$ cat src/rtl/comp_eq.sv
// comp_eq: equality/magnitude comparator with optional match statistics.
// Statistics registers are built only when COMP_STATS_EN is defined.
module comp_eq #(
  parameter int BITS  = 4,
  parameter int CNT_W = 16
) (
  input  logic             clk,
  input  logic             rst,
  input  logic [BITS-1:0]  A,
  input  logic [BITS-1:0]  B,
  input  logic             clr,
  output logic             res,
  output logic             lt,
  output logic             gt,
  output logic             res_rise,
  output logic [CNT_W-1:0] match_cnt,
  output logic             match_seen
);

  always_comb begin
    res = (A == B);
    lt  = (A < B);
    gt  = (A > B);
  end

`ifdef COMP_STATS_EN

  localparam logic [CNT_W-1:0] CNT_MAX = '1;

  logic             res_q;
  logic [CNT_W-1:0] cnt_q;
  logic             seen_q;

  // A match on the same edge as rst/clr is dropped, not counted.
  always_ff @(posedge clk) begin
    if (rst || clr) begin
      res_q  <= 1'b0;
      cnt_q  <= '0;
      seen_q <= 1'b0;
    end else begin
      res_q <= res;
      if (res) begin
        seen_q <= 1'b1;
        if (cnt_q != CNT_MAX)
          cnt_q <= cnt_q + CNT_W'(1);
      end
    end
  end

  always_comb begin
    res_rise   = res & ~res_q;
    match_cnt  = cnt_q;
    match_seen = seen_q;
  end

`else

  logic unused_stats;

  always_comb begin
    unused_stats = ^{clk, rst, clr};
    res_rise     = 1'b0;
    match_cnt    = '0;
    match_seen   = 1'b0;
  end

`endif

endmodule

$ cat config.mk
export PLATFORM = sky130hd
export DESIGN_NAME = comp_eq
export DESIGN_NICKNAME = d
export VERILOG_FILES = /design/src/rtl/comp_eq.sv
export SDC_FILE = /design/constraint.sdc
export NUM_CORES = 1
export LEC_CHECK = 0
export BUFFER_PORTS_ARGS = -buffer_cell sky130_fd_sc_hd__buf_2
export CAP_MARGIN = 40
export CORE_AREA = 2 2 39 41
export DETAILED_ROUTE_END_ITERATION = 12
export DIE_AREA = 0 0 41 43
export PLACE_DENSITY = 0.51
export SETUP_SLACK_MARGIN = 0.2
export SLEW_MARGIN = 25
export SYNTH_ARGS = -nofsm -noshare
export SYNTH_HDL_FRONTEND = slang
export SYNTH_SLANG_ARGS = --single-unit
$ cat constraint.sdc
create_clock -name vclk -period 1.15
set_clock_uncertainty 0.15 [all_clocks]
set_input_delay 0.115 -clock vclk [all_inputs]
set_output_delay 0.115 -clock vclk [all_outputs]
set_load 0.02 [all_outputs]
Word level (Yosys, flattened, before mapping)
Cells that the tools add are included.

Register bits after elaboration: 0. Word-level logic and storage cells: 3. Output and inout port bits: 21.

Equal/unequal tests: 1. $lt $le $gt $ge: 2.

Operators by type and width (number): 4-bit equality test (1); 4-bit > comparator (1); 4-bit less-than comparator (1).

Logic depth before layout (Yosys ltp)
Gate-level depths: netlist (run 1).

Depth after elaboration: 1. Depth in mapped cells: 5. Gate-level depth less buffers: 5.

Worst setup path after synthesis (run 1)
OpenSTA, ideal clock, no wires.

Path type: input -> output. Start: in B[3]. End: out gt. Path slack: -78 ps. Stages: 5. Arrival: 963 ps. Path buffers: 0. Path through: inv_1 > ha_1 > nand2_1 > nor2_1 > a21oi_2.

Cells in the longest elaborated chain, start to end: 1.

Ends and longest elaborated chain: start: declaration (line 10) `input logic [BITS-1:0] B,`; 4-bit > comparator (line 23) `gt = (A > B);`; end: declaration (line 14) `output logic gt,`.

No other way between the ends.

Worst setup path after layout (run 1)
Start: in B[3]. End: out lt.

Cells in the longest elaborated chain, start to end: 1.

Ends and longest elaborated chain: 4-bit less-than comparator (line 22) `lt = (A < B);`; end: declaration (line 13) `output logic lt,`.

No other way between the ends.

==> summary.txt, run 1 <==
Power
  – Power per standard cell area: 528 mW/mm^2
  – Static Leak: about 0.21 nW
  – Total chip power: about 230 uW
  – Max rail drop VDD: 121 uV

Worst hold path
  – Launch instance of the worst min-delay path: A[3]
  – Cell depth of the worst min-delay path: 5
  – Worst Hold Path EP: gt
  – Type of the tightest min-delay check: input pin to output port

Routing
  – Total number of vias: 192
  – DRC marker count from the first detailed-route iteration: 0
  – Drc violations: 0
  – Residual antenna-violating net count after detailed routing: 0
  – Total Routed Length: approximately 340 um
  – DR vias/cell: approximately 3.1
  – Routed wire per std cell: 5.48 um
  – First-pass iteration count of the detailed router: 1

Outcome
  – Status: finished with violations
  – Violations in the final reports: setup timing

Synthesis
  – Sequential element share of the synthesized area: 0
  – Synth top area share: 0.505
  – Cell types occupying the most area after synthesis: buf_4, ha_1, o21bai_4, inv_1, nor2b_4
  – Number of distinct library cells after synthesis: 11
  – Post-Synthesis Cells: 35
  – Cell area after synthesis: approximately 270 um^2
  – Syn_area_per_cell: between 7 and 8 um^2
  – Yosys top cell by area: buf_4
  – Warning count from the yosys run: 0

Critical path
  – Required time worst endpoint: approximately 880 ps
  – Critical Path Start Type: input pin
  – Setup crit end kind: output port
  – Critical path type: input pin to output port
  – Max FO, Critical Path: 2
  – Arrival time reported for the critical path endpoint: about 970 ps

Finish
  – Ratio of cells with drive above 1 in the final layout: 0.543
  – Net count of the finished layout: between 60 and 70
  – Area added between synthesis and finish: 60.7%
  – Layout clock buffers: 0
  – Non-Filler Instances: 62
  – Register cell area after layout: 0 um^2
  – Diode count: 0
  – Commonest non-fill, non-tap cell in the layout: conb_1
  – Fin area: about 430 um^2
  – Seq cells: 0
  – Leading cell types in the layout, fill and taps excluded: conb_1, buf_6, ha_4, buf_2
  – Final core utilization: 0.311

Floorplanning
  – Total number of placement rows: 14
  – Die Ht: around 43 um
  – Starting Density: 0.193
  – Die W: 41 um
  – Number of top-level pins: 32
  – Core area: 0.00138 mm^2
  – Floorplan die area: ~0.0018 mm^2

Placed design
  – Port Buffers: 11
  – Cell area after placement: 373 um^2
  – Post-DP HPWL: roughly 340 um
  – Global placer's final weighted congestion: about 0.47
  – Worst Setup Slack post-DPL: -242 ps
  – Number of placed cells counting well taps: 62

Timing
  – Final sum of negative setup slack: -199 ps
  – Final Hold Slack: 558 ps
  – Maximum operating frequency: between 800 and 900 MHz
  – Final Max Tran Viols: 0
  – Number of failing hold endpoints at the final stage: 0
  – Worst setup slack after layout: -89.7 ps
  – Period utilization: 1.08
  – Count of endpoints failing setup in the final report: 3
  – RSZ-0062 raised after global routing: yes
  – Minimum clock period after layout: around 1200 ps

GRT
  – Vias in the first global route: 140
  – Wire length of the first global-routing pass: roughly 460 um
  – Largest net degree at the start of global routing: 3
  – Initial antenna violation count: 0
  – GRT Util Overall: 0.0330
  – Leftover overflow at the end of global routing: 0

Clock network
  – Cts hold-fix bufs: 0

Run
  – Max-Cap Viols: 0
==> Yosys cell counts (all sizes together) <==
master	n
inv	4
and2	1
conb	1
a21oi	2
o21bai	1
ha	4
nand2	2
nor2b	1
buf	18
nor2	1
==> cells by family (layout without fill, tap and decap cells) <==
family | Yosys count | count (layout) | synth area share
AOI/OAI and AO/OA | 3 | 3 | 0.121
adders and majority gates | 4 | 4 | 0.187
buffers and inverters | 22 | 16 | 0.561
other | 1 | 18 | 0.0140
and+or+nand+nor | 5 | 5 | 0.117
==> metal layers <==
metal	vias up	wire length [um]	global-route usage
met4	0	0	0
met2	17	176	0.0781
li1	93	-	-
met1	82	98	0.0253
met5	-	0	0
met3	0	65	0
==> power breakdown <==
group,internal [mW],switching [mW]
combinational,0.102,0.125
sequential,0,0
clock,0,0
==> timing repair <==
action,4_1_cts,5_1_grt
setup endpoints to repair,3,3
pin swaps,5,1
gates cloned,0,0
resized for setup,14,1
buffers inserted,0,0
==> worst max-delay path by stage <==
stage | from | end | slack [ps] | depth (start not counted)
2_1_floorplan | B[3] | gt | 60 | 5
3_3_place_gp | B[1] | lt | -240 | 7
3_5_place_dp | B[1] | lt | -240 | 7
4_1_cts | B[3] | lt | -100 | 7
5_1_grt | B[1] | lt | -120 | 7
6_report | B[3] | lt | -90 | 7
==> layout make-up <==
| type | count | area (um^2) |
|---|---|---|
| Multi-Input combinational cell | 30 | 248 |
| Fill cell | 155 | 953 |
| Tap cell | 16 | 20.0 |
| Inverter | 4 | 42.5 |
| Timing Repair Buffer | 12 | 120 |
==> worst max-delay path, stage by stage <==
cell      delay [ps]
buf_8             90
inv_12            30
ha_4             270
nand2_4           40
o21bai_4         170
and2_4           140
buf_6            120
No activity file was read; power rests on OpenSTA's default activity.
==> run 2, diff against run 1 <==
--- a/config.mk
+++ b/config.mk
@@ -5,12 +5,13 @@
 export SDC_FILE = /design/constraint.sdc
 export NUM_CORES = 1
 export LEC_CHECK = 0
+export ABC_AREA = 1
 export BUFFER_PORTS_ARGS = -buffer_cell sky130_fd_sc_hd__buf_2
 export CAP_MARGIN = 40
 export CORE_AREA = 2 2 39 41
 export DETAILED_ROUTE_END_ITERATION = 12
 export DIE_AREA = 0 0 41 43
-export PLACE_DENSITY = 0.51
+export PLACE_DENSITY = 0.49
 export SETUP_SLACK_MARGIN = 0.2
 export SLEW_MARGIN = 25
 export SYNTH_ARGS = -nofsm -noshare
==> constraint.sdc (replaced) <==
create_clock -name vclk -period 1.6
set_clock_uncertainty 0.15 [all_clocks]
set_input_delay 0.16 -clock vclk [all_inputs]
set_output_delay 0.16 -clock vclk [all_outputs]
set_load 0.02 [all_outputs]
==> run 2 against run 1 <==
Largest cell class unchanged. Via count shrank 7.8%. The run now ends clean. Die area is the same. Combinational power shrank 57%. Synthesized area shrank 5.1%. Core utilization shrank 12 points.
==> summary.txt, run 2 <==
Outcome
  – Status: completed

Worst hold path
  – Worst Hold Path EP: gt
  – Type of the tightest min-delay check: input pin to output port
  – Launch instance of the worst min-delay path: A[3]
  – Cell depth of the worst min-delay path: 5

Placed design
  – Port Buffers: 11
  – Post-DP HPWL: a little over 300 um
  – Worst Setup Slack post-DPL: around 240 ps
  – Global placer's final weighted congestion: 0.584

Critical path
  – Required time worst endpoint: roughly 1300 ps
  – Setup crit end kind: output port
  – Critical Path Start Type: input pin
  – Cell-by-cell listing of the critical path: buf_2 > ha_1 > a21oi_1 > and2_1 > buf_4
  – Arrival time reported for the critical path endpoint: between 1000 and 1500 ps
  – CP peak stage delay: around 300 ps
  – Max FO, Critical Path: 2
  – CP max-delay cell: ha_1
  – Critical path type: input pin to output port

GRT
  – Leftover overflow at the end of global routing: 0
  – Largest net degree at the start of global routing: 3
  – Vias in the first global route: around 110
  – Wire length of the first global-routing pass: ~370 um
  – GRT Util Overall: 0.0280
  – Initial antenna violation count: 0

Power
  – Clock network power share: 0
  – Switching power total: 68.4 uW
  – Power per standard cell area: roughly 370 mW/mm^2
  – Fraction of power consumed by sequential logic: 0
  – Sw frac: 0.708
  – Cell internal power dissipation: 28.1 uW
  – Proportion of power drawn by combinational gates: 1.000
  – Static Leak: ~0.19 nW
  – Max rail drop VDD: between 70 and 80 uV

Floorplanning
  – Total number of placement rows: 14
  – Die W: ~40 um
  – Number of top-level pins: 32
  – Die Ht: 43 um
  – Core area: 0.00138 mm^2
  – Starting Density: 0.184
  – Floorplan die area: ~0.0018 mm^2

Synthesis
  – Sequential element share of the synthesized area: 0
  – Number of distinct library cells after synthesis: 8
  – Cell area after synthesis: roughly 250 um^2
  – Post-Synthesis Cells: 39
  – Cell types occupying the most area after synthesis: buf_4, ha_1, inv_1, nand2_1, a21oi_1
  – Synth top area share: 0.532
  – Warning count from the yosys run: 0
  – Library cell with the highest instance count after synthesis: buf_4
  – Syn_area_per_cell: 6.51 um^2
  – Yosys top cell by area: buf_4
  – Leading cell types by count after synthesis: buf_4, inv_1, nand2_1

Routing
  – DRC marker count from the first detailed-route iteration: 0
  – First-pass iteration count of the detailed router: 1
  – DR vias/cell: ~2.7
  – Drc violations: 0
  – Total Routed Length: between 300 and 400 um
  – Total number of vias: about 180
  – Residual antenna-violating net count after detailed routing: 0
  – Routed wire per std cell: between 4 and 5 um

Run
  – Max-Cap Viols: 0

Finish
  – Leading cell types in the layout, fill and taps excluded: conb_1, buf_2, inv_1
  – Net count of the finished layout: between 60 and 70
  – Seq cells: 0
  – Layout clock buffers: 0
  – Ratio of cells with drive above 1 in the final layout: 0.224
  – Area added between synthesis and finish: 3.45%
  – Register cell area after layout: 0 um^2
  – Commonest non-fill, non-tap cell in the layout: conb_1
  – Diode count: 0

Timing
  – Minimum clock period after layout: around 1300 ps
  – Maximum operating frequency: roughly 750 MHz
  – Worst setup slack after layout: ~270 ps
  – Final Max Tran Viols: 0
  – Final sum of negative setup slack: 0 ps
  – RSZ-0062 raised after global routing: yes
  – Count of endpoints failing setup in the final report: 0
  – Number of failing hold endpoints at the final stage: 0
  – Period utilization: 0.834

Clock network
  – Post-CTS setup buffers: 0
==> run 2: cell types whose count changed in the layout (fill, tap and decap cells not counted), sizes merged <==
cell    before  now
inv          4    7
nor2b        1    0
o21bai       1    0
nand2        2    5
buf         12   11
==> run 2: layout make-up <==
cell class         count  area [um^2]
fillers              168         1120
multi-input cells     31          156
repair buffers        11         60.1
inverters              7         26.3
well taps             16         20.0
==> run 2: critical path: cells and delay by family <==
kind | cells | cell delay, ps
buf+inv | 2 | 230
simple gates | 1 | 140
compound gates | 1 | 190
fa+ha+maj | 1 | 300
==> run 2: metrics by stage <==
step | hold slack [ps] | power, mW | cells | cell area (um^2) | util
after global routing | 748 | 0.107 | 65 | 263 | 0.190
after floorplan | 514 | 0.105 | 56 | 318 | -
final | 717 | 0.0965 | 65 | 263 | 0.190
after global placement | 719 | 0.0915 | 65 | 258 | 0.186
after detailed placement | 712 | 0.0923 | 65 | 258 | 0.186
after CTS | 722 | 0.0927 | 65 | 258 | 0.186
==> run 2: worst max path at each step <==
| stage | endpoint | cells after the start | startpoint |
|---|---|---|---|
| after floorplan | gt | 5 | B[3] |
| after global placement | lt | 5 | A[3] |
| after detailed placement | lt | 5 | A[3] |
| after CTS | lt | 5 | A[3] |
| after global routing | gt | 8 | B[3] |
| final | lt | 5 | A[3] |
==> run 2: kinds of logic after synthesis <==
| group | Yosys count | share of synthesized area |
|---|---|---|
| simple gates | 7 | 0.113 |
| fa+ha+maj | 4 | 0.197 |
| other cells | 1 | 0.0148 |
| compound gates | 2 | 0.0394 |
| buf+inv | 25 | 0.635 |
==> run 2: what timing repair did <==
action / CTS / global route
gates resized for setup: 0 / 2
hold buffers: 0 / 0
endpoints found under the setup margin: 0 / 2
==> run 2: power groups by stage <==
stage	combinational [mW]	clock [mW]	sequential, mW
after floorplan	0.105	0	0
final	0.0965	0	0
after CTS	0.0927	0	0
after global placement	0.0915	0	0
after global routing	0.107	0	0
after detailed placement	0.0923	0	0
==> run 2: routing by layer <==
| metal | share of wire | GRT usage | wire [um] |
|---|---|---|---|
| met5 | 0 | 0 | 0 |
| met4 | 0 | 0 | 0 |
| met3 | 0.22 | 0.00524 | 68 |
| met2 | 0.38 | 0.0406 | 117 |
| met1 | 0.40 | 0.0443 | 125 |
==> run 3, diff against run 2 <==
--- a/config.mk
+++ b/config.mk
@@ -11,7 +11,7 @@
 export CORE_AREA = 2 2 39 41
 export DETAILED_ROUTE_END_ITERATION = 12
 export DIE_AREA = 0 0 41 43
-export PLACE_DENSITY = 0.49
+export PLACE_DENSITY = 0.51
 export SETUP_SLACK_MARGIN = 0.2
 export SLEW_MARGIN = 25
 export SYNTH_ARGS = -nofsm -noshare
==> constraint.sdc (replaced) <==
create_clock -name vclk -period 1.2
set_clock_uncertainty 0.15 [all_clocks]
set_input_delay 0.12 -clock vclk [all_inputs]
set_output_delay 0.12 -clock vclk [all_outputs]
set_load 0.02 [all_outputs]
==> run 3 against run 2 <==
The flow now finishes with violations (setup timing). Cell count unchanged. Total power up 120%. Non-clock buffer count unchanged. Worst hold slack worse by 150 ps. First-iteration DRC count unchanged. Via count up 11%. Core utilization up 11 points. Clock-buffer cell count unchanged. Largest power group unchanged.
==> summary.txt, run 3 (synthesis gave the netlist of run 2 again) <==
Outcome
  – Status: finished with violations
  – Violations in the final reports: setup timing

Routing
  – Drc violations: 0
  – Total number of vias: between 150 and 200
  – DRC marker count from the first detailed-route iteration: 0
  – Total Routed Length: 380 um
  – Routed wire per std cell: between 5 and 6 um
  – DR vias/cell: approximately 3.0
  – First-pass iteration count of the detailed router: 1
  – Residual antenna-violating net count after detailed routing: 0

Power
  – Power per standard cell area: between 500 and 600 mW/mm^2
  – Max rail drop VDD: around 96 uV
  – Sw frac: 0.579
  – Cell internal power dissipation: roughly 89 uW
  – Total chip power: between 200 and 250 uW
  – Proportion of power drawn by combinational gates: 1.000
  – Fraction of power consumed by sequential logic: 0
  – Static Leak: 0.215 nW
  – Switching power total: 123 uW
  – Clock network power share: 0

GRT
  – Vias in the first global route: 122
  – Wire length of the first global-routing pass: around 350 um
  – Met3 Resource Use GR: 0
  – Met1 layer usage reported by global route: 0.0127
  – Initial antenna violation count: 0
  – Routing layer with the top usage in global route: met2
  – Global routing met2 resource utilization: 0.0688
  – Leftover overflow at the end of global routing: 0
  – Largest net degree at the start of global routing: 3
  – GRT Util Overall: 0.0260

Floorplanning
  – Core area: 0.00138 mm^2
  – Number of top-level pins: 32
  – Starting Density: 0.184
  – Floorplan die area: roughly 0.0018 mm^2
  – Total number of placement rows: 14
  – Die Ht: approximately 43 um
  – Die W: ~41 um

Timing
  – Maximum operating frequency: between 800 and 900 MHz
  – Count of endpoints failing setup in the final report: 1
  – Final Hold Slack: 571 ps
  – RSZ-0062 raised after global routing: yes
  – Worst setup slack after layout: -9.58 ps
  – Period utilization: 1.01
  – Final sum of negative setup slack: -9.58 ps
  – Final Max Tran Viols: 0
  – Number of failing hold endpoints at the final stage: 0
  – Minimum clock period after layout: roughly 1200 ps

Finish
  – Ratio of cells with drive above 1 in the final layout: 0.551
  – Area added between synthesis and finish: 63.1%
  – Net count of the finished layout: 66
  – Register cell area after layout: 0 um^2
  – Fillers: about 150
  – Leading cell types in the layout, fill and taps excluded: conb_1, buf_6, nand2_2
  – Commonest non-fill, non-tap cell in the layout: conb_1
  – Layout clock buffers: 0
  – Diode count: 0
  – Seq cells: 0

Worst hold path
  – Type of the tightest min-delay check: input pin to output port
  – Launch instance of the worst min-delay path: A[3]
  – Worst Hold Path EP: lt
  – Cell depth of the worst min-delay path: 5

Placed design
  – Global placer's final weighted congestion: roughly 0.45
  – Worst Setup Slack post-DPL: -114 ps
  – Port Buffers: 11
  – Post-DP HPWL: roughly 330 um

Critical path
  – Required time worst endpoint: between 900 and 1000 ps
  – CP peak stage delay: 270 ps
  – Arrival time reported for the critical path endpoint: between 900 and 1000 ps
  – Crit. Startpoint: B[3]
  – Critical path type: input pin to output port
  – CP max-delay cell: ha_4
  – Setup crit end kind: output port
  – Max FO, Critical Path: 2
  – Critical Path Start Type: input pin
  – Cell-by-cell listing of the critical path: buf_8 > inv_8 > ha_4 > nand2_4 > inv_2 > nand2_2 > and2_4 > buf_6

Run
  – Max-Cap Viols: 0
run 3: cell counts in the layout (fill, tap and decap cells not counted):
Identical to the previous run, type by type.
run 3: worst max-delay path by stage:
| stage | to | slack (ps) | cells past startpoint |
|---|---|---|---|
| finish | lt | -10 | 8 |
| global route | lt | -50 | 8 |
| CTS | lt | -30 | 8 |
| detailed placement | lt | -110 | 6 |
| global placement | lt | -100 | 6 |
| floorplan | gt | 170 | 5 |
run 3: timing repair:
action                     4_1_cts  5_1_grt
buffers inserted                 0        0
pin swaps                        5        6
setup endpoints to repair        3        3
resized for setup               12        6
gates cloned                     0        0
hold buffers                     0        0
run 3: routing by layer:
layer / routed length (um) / share of wire / vias to the layer above
met5: 0 / 0 / -
met4: 0 / 0 / 0
met3: 55 / 0.14 / 0
met2: 224 / 0.59 / 14
met1: 100 / 0.26 / 84
li1: - / - / 99
run 3: layout make-up:
cell class / count / area [um^2] / area share
inverters: 7 / 41.3 / 0.0997
repair buffers: 11 / 109 / 0.263
well taps: 16 / 20.0 / 0.0483
multi-input cells: 31 / 244 / 0.589
run 3: worst max-delay path: cells and delay by family:
family                   cells  cell delay (ps)
adder cells (fa/ha/maj)      1              270
buffers and inverters        4              280
AND/OR/NAND/NOR              3              280
run 3: power by group through the flow:
stage / Combinational (mW) / Clock [mW] / Sequential, mW
global route: 0.230 / 0 / 0
detailed placement: 0.173 / 0 / 0
floorplan: 0.183 / 0 / 0
CTS: 0.202 / 0 / 0
finish: 0.212 / 0 / 0
global placement: 0.170 / 0 / 0
run 3: per-stage QoR:
stage | cell area (um^2) | util | cells
after global placement | 345 | 0.250 | 65
final | 414 | 0.299 | 65
after global routing | 414 | 0.299 | 65
after detailed placement | 345 | 0.250 | 65
after CTS | 390 | 0.282 | 65
after floorplan | 405 | - | 56
